$ cat src/rtl/core_pkg.sv
// Shared core definitions for the machine-mode trap sequencer:
// CSR addresses, interrupt cause codes, mstatus bit positions and
// the trap sequencer state encoding.
package core_pkg;

  localparam int unsigned CSR_ADDR_W   = 12;
  localparam int unsigned CAUSE_CODE_W = 4;

  // Machine-mode CSR write addresses
  localparam logic [CSR_ADDR_W-1:0] CSR_MSTATUS = 12'h300;
  localparam logic [CSR_ADDR_W-1:0] CSR_MEPC    = 12'h341;
  localparam logic [CSR_ADDR_W-1:0] CSR_MCAUSE  = 12'h342;
  localparam logic [CSR_ADDR_W-1:0] CSR_MTVAL   = 12'h343;

  // Interrupt cause codes (interrupt flag is carried separately in mcause MSB)
  localparam logic [CAUSE_CODE_W-1:0] IRQ_CODE_MEI = 4'd11;
  localparam logic [CAUSE_CODE_W-1:0] IRQ_CODE_MSI = 4'd3;
  localparam logic [CAUSE_CODE_W-1:0] IRQ_CODE_MTI = 4'd7;

  // mstatus bit positions
  localparam int unsigned MSTATUS_MIE    = 3;
  localparam int unsigned MSTATUS_MPIE   = 7;
  localparam int unsigned MSTATUS_MPP_LO = 11;
  localparam int unsigned MSTATUS_MPP_HI = 12;

  typedef enum logic [2:0] {
    IDLE     = 3'd0,
    W_MEPC   = 3'd1,
    W_MCAUSE = 3'd2,
    W_MTVAL  = 3'd3,
    W_MSTAT  = 3'd4,
    M_MSTAT  = 3'd5,
    REDIRECT = 3'd6
  } trap_state_t;

endpackage

$ cat src/rtl/irq_prioritizer.sv
// Fixed-priority interrupt selector: MEI over MSI over MTI.
// Ports:
//   pending  in  3  {eip, sip, tip}, already masked by mie
//   valid_c  out 1  any interrupt pending (combinational)
//   code_c   out 4  cause code of the winning interrupt (combinational)
module irq_prioritizer
  import core_pkg::*;
(
  input  logic [2:0]              pending,
  output logic                    valid_c,
  output logic [CAUSE_CODE_W-1:0] code_c
);

  // Priority encode; code is don't-care when nothing is pending
  always_comb begin
    valid_c = |pending;
    code_c  = IRQ_CODE_MEI;
    if (pending[2]) begin
      code_c = IRQ_CODE_MEI;
    end else if (pending[1]) begin
      code_c = IRQ_CODE_MSI;
    end else if (pending[0]) begin
      code_c = IRQ_CODE_MTI;
    end
  end

endmodule

$ cat src/rtl/trap_sequencer.sv
// Machine-mode trap / mret sequencer. On an exception, an enabled pending
// interrupt or a retiring mret it stalls and flushes the pipeline, issues
// the CSR updates one per cycle, then offers the new PC to fetch.
// Build option: define TRAP_MTVAL_EN to include the mtval write state;
// without it mtval is never written and trap latency is one cycle shorter.
// Ports:
//   clk, reset_n                 clock, async active-low reset
//   wb_retire, wb_next_pc        retiring slot and its successor PC
//   wb_exception, wb_ecause,
//   wb_epc, wb_tval              exception report from writeback
//   wb_mret                      retiring instruction is mret
//   irq_pending                  {eip, sip, tip}, masked by mie
//   mstatus                      current mstatus value
//   trap_vector, mret_vector     target PCs from the CSR unit
//   csr_we, csr_waddr, csr_wdata CSR write port
//   busy, flush, trap_taken      pipeline control / trap commit pulse
//   redirect_valid, redirect_pc,
//   redirect_ready               new-PC handshake with fetch
module trap_sequencer
  import core_pkg::*;
#(
  parameter int unsigned XLEN = 32
) (
  input  logic                  clk,
  input  logic                  reset_n,
  input  logic                  wb_retire,
  input  logic [XLEN-1:0]       wb_next_pc,
  input  logic                  wb_exception,
  input  logic [3:0]            wb_ecause,
  input  logic [XLEN-1:0]       wb_epc,
  input  logic [XLEN-1:0]       wb_tval,
  input  logic                  wb_mret,
  input  logic [2:0]            irq_pending,
  input  logic [XLEN-1:0]       mstatus,
  input  logic [XLEN-1:0]       trap_vector,
  input  logic [XLEN-1:0]       mret_vector,
  output logic                  csr_we,
  output logic [CSR_ADDR_W-1:0] csr_waddr,
  output logic [XLEN-1:0]       csr_wdata,
  output logic                  busy,
  output logic                  flush,
  output logic                  trap_taken,
  output logic                  redirect_valid,
  output logic [XLEN-1:0]       redirect_pc,
  input  logic                  redirect_ready
);

  trap_state_t state, state_n;

  logic [XLEN-1:0]       cause_q, cause_n;
`ifdef TRAP_MTVAL_EN
  logic [XLEN-1:0]       tval_q, tval_n;
`else
  logic                  unused_tval;
  assign unused_tval = ^wb_tval;
`endif

  logic                  csr_we_n;
  logic [CSR_ADDR_W-1:0] csr_waddr_n;
  logic [XLEN-1:0]       csr_wdata_n;
  logic                  busy_n;
  logic                  flush_n;
  logic                  trap_taken_n;
  logic                  redirect_valid_n;
  logic [XLEN-1:0]       redirect_pc_n;

  logic                    irq_valid_c;
  logic [CAUSE_CODE_W-1:0] irq_code_c;
  logic                    irq_take_c;
  logic [XLEN-1:0]         trap_mstatus_c;
  logic [XLEN-1:0]         mret_mstatus_c;

  irq_prioritizer u_irq_prioritizer (
    .pending (irq_pending),
    .valid_c (irq_valid_c),
    .code_c  (irq_code_c)
  );

  // Interrupts are only taken at an instruction boundary with MIE set
  assign irq_take_c = wb_retire && mstatus[MSTATUS_MIE] && irq_valid_c;

  // mstatus images written on trap entry and on mret
  always_comb begin
    trap_mstatus_c = mstatus;
    trap_mstatus_c[MSTATUS_MPIE] = mstatus[MSTATUS_MIE];
    trap_mstatus_c[MSTATUS_MIE]  = 1'b0;
    trap_mstatus_c[MSTATUS_MPP_HI:MSTATUS_MPP_LO] = 2'b11;

    mret_mstatus_c = mstatus;
    mret_mstatus_c[MSTATUS_MIE]  = mstatus[MSTATUS_MPIE];
    mret_mstatus_c[MSTATUS_MPIE] = 1'b1;
    mret_mstatus_c[MSTATUS_MPP_HI:MSTATUS_MPP_LO] = 2'b11;
  end

  // Next state and next registered outputs; outputs for a state are
  // computed on entry so they appear in the same cycle as the state.
  always_comb begin
    state_n          = state;
    cause_n          = cause_q;
`ifdef TRAP_MTVAL_EN
    tval_n           = tval_q;
`endif
    csr_we_n         = 1'b0;
    csr_waddr_n      = '0;
    csr_wdata_n      = '0;
    busy_n           = 1'b0;
    flush_n          = 1'b0;
    trap_taken_n     = 1'b0;
    redirect_valid_n = 1'b0;
    redirect_pc_n    = redirect_pc;

    unique case (state)
      IDLE: begin
        if (wb_exception) begin
          cause_n     = XLEN'(wb_ecause);
`ifdef TRAP_MTVAL_EN
          tval_n      = wb_tval;
`endif
          state_n     = W_MEPC;
          csr_we_n    = 1'b1;
          csr_waddr_n = CSR_MEPC;
          csr_wdata_n = wb_epc;
          busy_n      = 1'b1;
          flush_n     = 1'b1;
        end else if (irq_take_c) begin
          cause_n     = {1'b1, (XLEN-1)'(irq_code_c)};
`ifdef TRAP_MTVAL_EN
          tval_n      = '0;
`endif
          state_n     = W_MEPC;
          csr_we_n    = 1'b1;
          csr_waddr_n = CSR_MEPC;
          csr_wdata_n = wb_next_pc;
          busy_n      = 1'b1;
          flush_n     = 1'b1;
        end else if (wb_mret && wb_retire) begin
          state_n     = M_MSTAT;
          csr_we_n    = 1'b1;
          csr_waddr_n = CSR_MSTATUS;
          csr_wdata_n = mret_mstatus_c;
          busy_n      = 1'b1;
          flush_n     = 1'b1;
        end
      end

      W_MEPC: begin
        state_n     = W_MCAUSE;
        csr_we_n    = 1'b1;
        csr_waddr_n = CSR_MCAUSE;
        csr_wdata_n = cause_q;
        busy_n      = 1'b1;
      end

`ifdef TRAP_MTVAL_EN
      W_MCAUSE: begin
        state_n     = W_MTVAL;
        csr_we_n    = 1'b1;
        csr_waddr_n = CSR_MTVAL;
        csr_wdata_n = tval_q;
        busy_n      = 1'b1;
      end

      W_MTVAL: begin
        state_n      = W_MSTAT;
        csr_we_n     = 1'b1;
        csr_waddr_n  = CSR_MSTATUS;
        csr_wdata_n  = trap_mstatus_c;
        busy_n       = 1'b1;
        trap_taken_n = 1'b1;
      end
`else
      W_MCAUSE: begin
        state_n      = W_MSTAT;
        csr_we_n     = 1'b1;
        csr_waddr_n  = CSR_MSTATUS;
        csr_wdata_n  = trap_mstatus_c;
        busy_n       = 1'b1;
        trap_taken_n = 1'b1;
      end
`endif

      // mcause is already committed here, so a vectored trap_vector is valid
      W_MSTAT: begin
        state_n          = REDIRECT;
        busy_n           = 1'b1;
        redirect_valid_n = 1'b1;
        redirect_pc_n    = trap_vector;
      end

      M_MSTAT: begin
        state_n          = REDIRECT;
        busy_n           = 1'b1;
        redirect_valid_n = 1'b1;
        redirect_pc_n    = mret_vector;
      end

      // Hold the offer (pc is not resampled) until fetch accepts it
      REDIRECT: begin
        if (redirect_ready) begin
          state_n = IDLE;
        end else begin
          busy_n           = 1'b1;
          redirect_valid_n = 1'b1;
        end
      end

      default: begin
        state_n = IDLE;
      end
    endcase
  end

  // State and output registers
  always_ff @(posedge clk or negedge reset_n) begin
    if (!reset_n) begin
      state          <= IDLE;
      cause_q        <= '0;
`ifdef TRAP_MTVAL_EN
      tval_q         <= '0;
`endif
      csr_we         <= 1'b0;
      csr_waddr      <= '0;
      csr_wdata      <= '0;
      busy           <= 1'b0;
      flush          <= 1'b0;
      trap_taken     <= 1'b0;
      redirect_valid <= 1'b0;
      redirect_pc    <= '0;
    end else begin
      state          <= state_n;
      cause_q        <= cause_n;
`ifdef TRAP_MTVAL_EN
      tval_q         <= tval_n;
`endif
      csr_we         <= csr_we_n;
      csr_waddr      <= csr_waddr_n;
      csr_wdata      <= csr_wdata_n;
      busy           <= busy_n;
      flush          <= flush_n;
      trap_taken     <= trap_taken_n;
      redirect_valid <= redirect_valid_n;
      redirect_pc    <= redirect_pc_n;
    end
  end

endmodule

$ cat config.mk
export PLATFORM = sky130hd
export DESIGN_NAME = trap_sequencer
export DESIGN_NICKNAME = d
export VERILOG_FILES = /design/src/rtl/core_pkg.sv /design/src/rtl/irq_prioritizer.sv /design/src/rtl/trap_sequencer.sv
export SDC_FILE = /design/constraint.sdc
export NUM_CORES = 1
export LEC_CHECK = 0
export ABC_CLOCK_PERIOD_IN_PS = 1550
export CAP_MARGIN = 0
export CORE_ASPECT_RATIO = 0.6
export CORE_UTILIZATION = 32
export DETAILED_ROUTE_END_ITERATION = 10
export PLACE_DENSITY = 0.77
export SYNTH_ARGS = -nofsm -noshare
export SYNTH_HDL_FRONTEND = slang
export SYNTH_SLANG_ARGS = --single-unit
$ cat constraint.sdc
create_clock -name clk -period 1.55 [get_ports clk]
set_clock_uncertainty 0.1 [all_clocks]
set_input_delay 0.155 -clock clk [delete_from_list [all_inputs] [get_ports clk]]
set_output_delay 0.155 -clock clk [all_outputs]
set_load 0.05 [all_outputs]
==> results.txt <==
The run finished with clean final reports. The initial antenna violation count was 0. The later-pin clock latency in the skew report is 0.34 ns. The synthesized netlist contains 41 unique library cells. The critical path buffer and inverter count is 2. The signal on the critical path passes through clkdlybuf4s50_1 -> o311a_4 -> buf_12 -> a221oi_1 -> o22ai_1. The total power draw came out at 13.73 mW.

The count of H-tree levels built during CTS came out at 3. The maximum clock insertion buffer count is 2. The die is around 150 um wide.

STA classifies the critical path endpoint as a flip-flop. The total inserted antenna cells is 0. Across the VDD grid, the largest voltage drop is 1308 uV. The aggregate global routing overflow is 0.

The floorplan die area is about 0.014 mm^2. The critical path's slowest cell is sky130_fd_sc_hd__clkdlybuf4s50_1. The fraction of registers with async set/reset is 100.0%. The final estimated routing congestion in global placement is about 0.86. The register-to-register setup slack came out at 0.03 ns.

Of all nets on the critical path, the largest fanout is 22. The most used flip-flop cell after synthesis is sky130_fd_sc_hd__dfrtp_1. The I/O pin count is 286. The row count came out at 31. The cell sitting at the root of the clock tree is a sky130_fd_sc_hd__clkbuf_16. The number of flops mapped to enable cells by yosys came out at 0. The number of design rule violations left after detail routing came out at 0. The portion of synthesized cell area occupied by the leading cell type came out at 47.66%. Measured along the y axis, the die boundary spans 90.75 um. The count of TritonRoute iterations in the first routing pass came out at 5.

The number of warning messages in the yosys log came out at 0. The largest total area in the synthesized netlist belongs to sky130_fd_sc_hd__dfrtp_1. The register area share after synthesis is 47.66%.

The routed wire length came out at roughly 15 mm. The via count of the first global-routing pass is 4394. The final antenna-violating net count is 0. The synthesized area per cell is 9.814 um^2. The number of nets in the finished design is 881. The clock-pin slew on the worst setup and hold paths came out at 0.06 ns.

Setup repair after global routing could not meet its margin everywhere. Dividing the detail-routed via count by the number of cells gives 5.281. In the final routed layout, each cell accounts on average for 18.02 um.

Global routing used a little over a fifth of the available tracks across all layers. The number of CTS-inserted buffers came out at 9. The number of hold-slack violations in the final timing report is 0. The number of pins exceeding their max-slew limit in the final report came to 0. The power per unit of standard cell area is 1915 mW/mm^2. The final HPWL from detailed placement is 10.86 mm. The number of input and output port buffers inserted is around 240. The count of endpoints failing setup in the final report came out at 0. The minimum hold slack came out at 0.2118 ns. Relative to the synthesized area, the layout overhead comes to 70.63%.

The arrival time of the worst setup path is approximately 1.6 ns. For this configuration, the core starts out at a cell density of 33.84%. The min-delay analysis places its worst path in the category in2reg. In the layout the commonest cells are 168 x sky130_fd_sc_hd__clkdlybuf4s50_1, 96 x sky130_fd_sc_hd__buf_4, 78 x sky130_fd_sc_hd__dfrtp_1. The core area is between 0.01 and 0.015 mm^2. The fraction of final layout cells sized beyond drive strength 1 is around 23%. The TritonCTS clock tree is done. The total via count after detailed routing came out at between 4000 and 5000. The final critical-path required period came out at approximately 1.5 ns.

The highest clock frequency the design can meet is roughly 660 MHz. The number of instances in the synthesized netlist came out at 428. The number of storage elements in the synthesis netlist came out at 80.

The ratio of final minimum period to clock period came out at between 90% and 100%. The number of maximum-capacitance constraint violations came out at 0. STA puts the critical path data required time at ~1.7 ns. The critical path start-end classification is in2reg. Grouping stages by cell kind, the critical path spends the most delay in compound AO/OA/AOI/OAI gates. The sink count of the clock tree is 80.

The first-pass GRT wire length is between 20 and 25 mm. The cell area after technology mapping is 0.004200 mm^2. The worst setup path is launched from a primary input. The leakage power is about 3 nW. The pin count of the biggest net entering global routing came out at 81. The most common library cell in the layout ignoring fill and taps is sky130_fd_sc_hd__clkdlybuf4s50_1. In this design, the stage delay of the slowest critical-path cell is 0.45 ns. The initial DRC count is 290. In the post-synthesis netlist, the biggest area contributors are sky130_fd_sc_hd__dfrtp_1 48%, sky130_fd_sc_hd__mux2i_1 7.6%, sky130_fd_sc_hd__o21ai_0 7.1%.
[power breakdown]
group | internal [mW] | leakage [nW] | total [mW] | switching (mW)
Sequential | 3.02 | 1.02 | 3.52 | 0.503
Combinational | 2.94 | 1.84 | 8.23 | 5.29
Clock | 1.12 | 0.134 | 1.98 | 0.861
Total | 7.07 | 2.99 | 13.7 | 6.65
[worst register-to-register path, stage by stage, from the launching register on]
cell and delay, ns:
sky130_fd_sc_hd__dfrtp_2 0.45, sky130_fd_sc_hd__or3_4 0.42, sky130_fd_sc_hd__o32ai_1 0.29, sky130_fd_sc_hd__a221oi_1 0.13
[repair_timing]
action / 4_1_cts / 5_1_grt
gates cloned: 1 / 3
pin swaps: 1 / 22
gates resized for setup: 0 / 13
setup endpoints to repair: 3 / 38
hold buffers: 1 / 0
setup buffers: 0 / 2
hold endpoints to repair: 80 / 0
[sequential cells by signal (all words and copies together), names as in the netlist]
name,flops
busy,1
redirect_valid,1
redirect_pc,32
csr_waddr,4
csr_wdata,32
flush,1
trap_taken,1
state,3
cause_q,5
[logic make-up after synthesis]
| family | Yosys count | share of synthesized area, % |
|---|---|---|
| compound gates | 174 | 27.91 |
| flops | 80 | 47.66 |
| buf+inv | 50 | 6.702 |
| mux | 32 | 7.626 |
| simple gates | 91 | 10.01 |
| other cells | 1 | 0.08928 |
[final cells by class]
type / count / area (um^2)
Tap cell: 165 / 206.4
Timing Repair Buffer: 280 / 2698
Clock inverter: 6 / 35.03
Multi-Input combinational cell: 304 / 1981
Inverter: 1 / 3.754
Sequential cell: 80 / 2004
Fill cell: 1037 / 5245
Clock buffer: 10 / 239.0
[worst paths after layout]
| check | startpoint | to | cells after the start |
|---|---|---|---|
| max reg2reg | state[0] | cause_q[3] | 3 |
| max in group asynchronous | reset_n | state[0] | 3 |
| min reg2reg | redirect_pc[19] | redirect_pc[19] | 2 |
| max | irq_pending[2] | csr_wdata[1] | 5 |
| min in group asynchronous | reset_n | csr_wdata[28] | 3 |
| min | wb_exception | cause_q[31] | 3 |
[cell usage after synthesis, drive strengths merged (2+ instances only)]
cell    instances
dfrtp          80
o21ai          63
nand2          62
buf            34
mux2i          32
a21oi          30
o211ai         24
o221ai         24
clkbuf         15
a22oi           8
nor2            8
a221oi          7
o22ai           7
and3            5
nor3b           3
or2             3
a21o            2
and2            2
nor2b           2
nor3            2
o22a            2
o311a           2
o32ai           2
[through the flow]
| stage | instances | instance area [um^2] | worst slack, ns | util, % | setup TNS [ns] |
|---|---|---|---|---|---|
| 6_report | 846 | 7167 | 0.02544 | 57.74 | 0 |
| 2_1_floorplan | 434 | 4223 | 0.03089 | - | 0 |
| 5_1_grt | 846 | 7167 | -0.03101 | 57.74 | -0.1463 |
| 3_3_place_gp | 823 | 6736 | -0.3056 | 54.27 | -8.049 |
| 4_1_cts | 841 | 7053 | -0.03729 | 56.82 | -0.4684 |
| 3_5_place_dp | 823 | 6736 | -0.3396 | 54.27 | -10.02 |
[per-layer routing]
layer | vias up | global-route usage, % | share of wire, %
li1 | 2075 | - | -
met1 | 2157 | 29.59 | 45
met2 | 208 | 33.83 | 45
met3 | 28 | 5.808 | 7.2
met4 | 0 | 7.828 | 2.3
met5 | - | 0 | 0
Note: power is estimated with default switching activity, not from simulation.
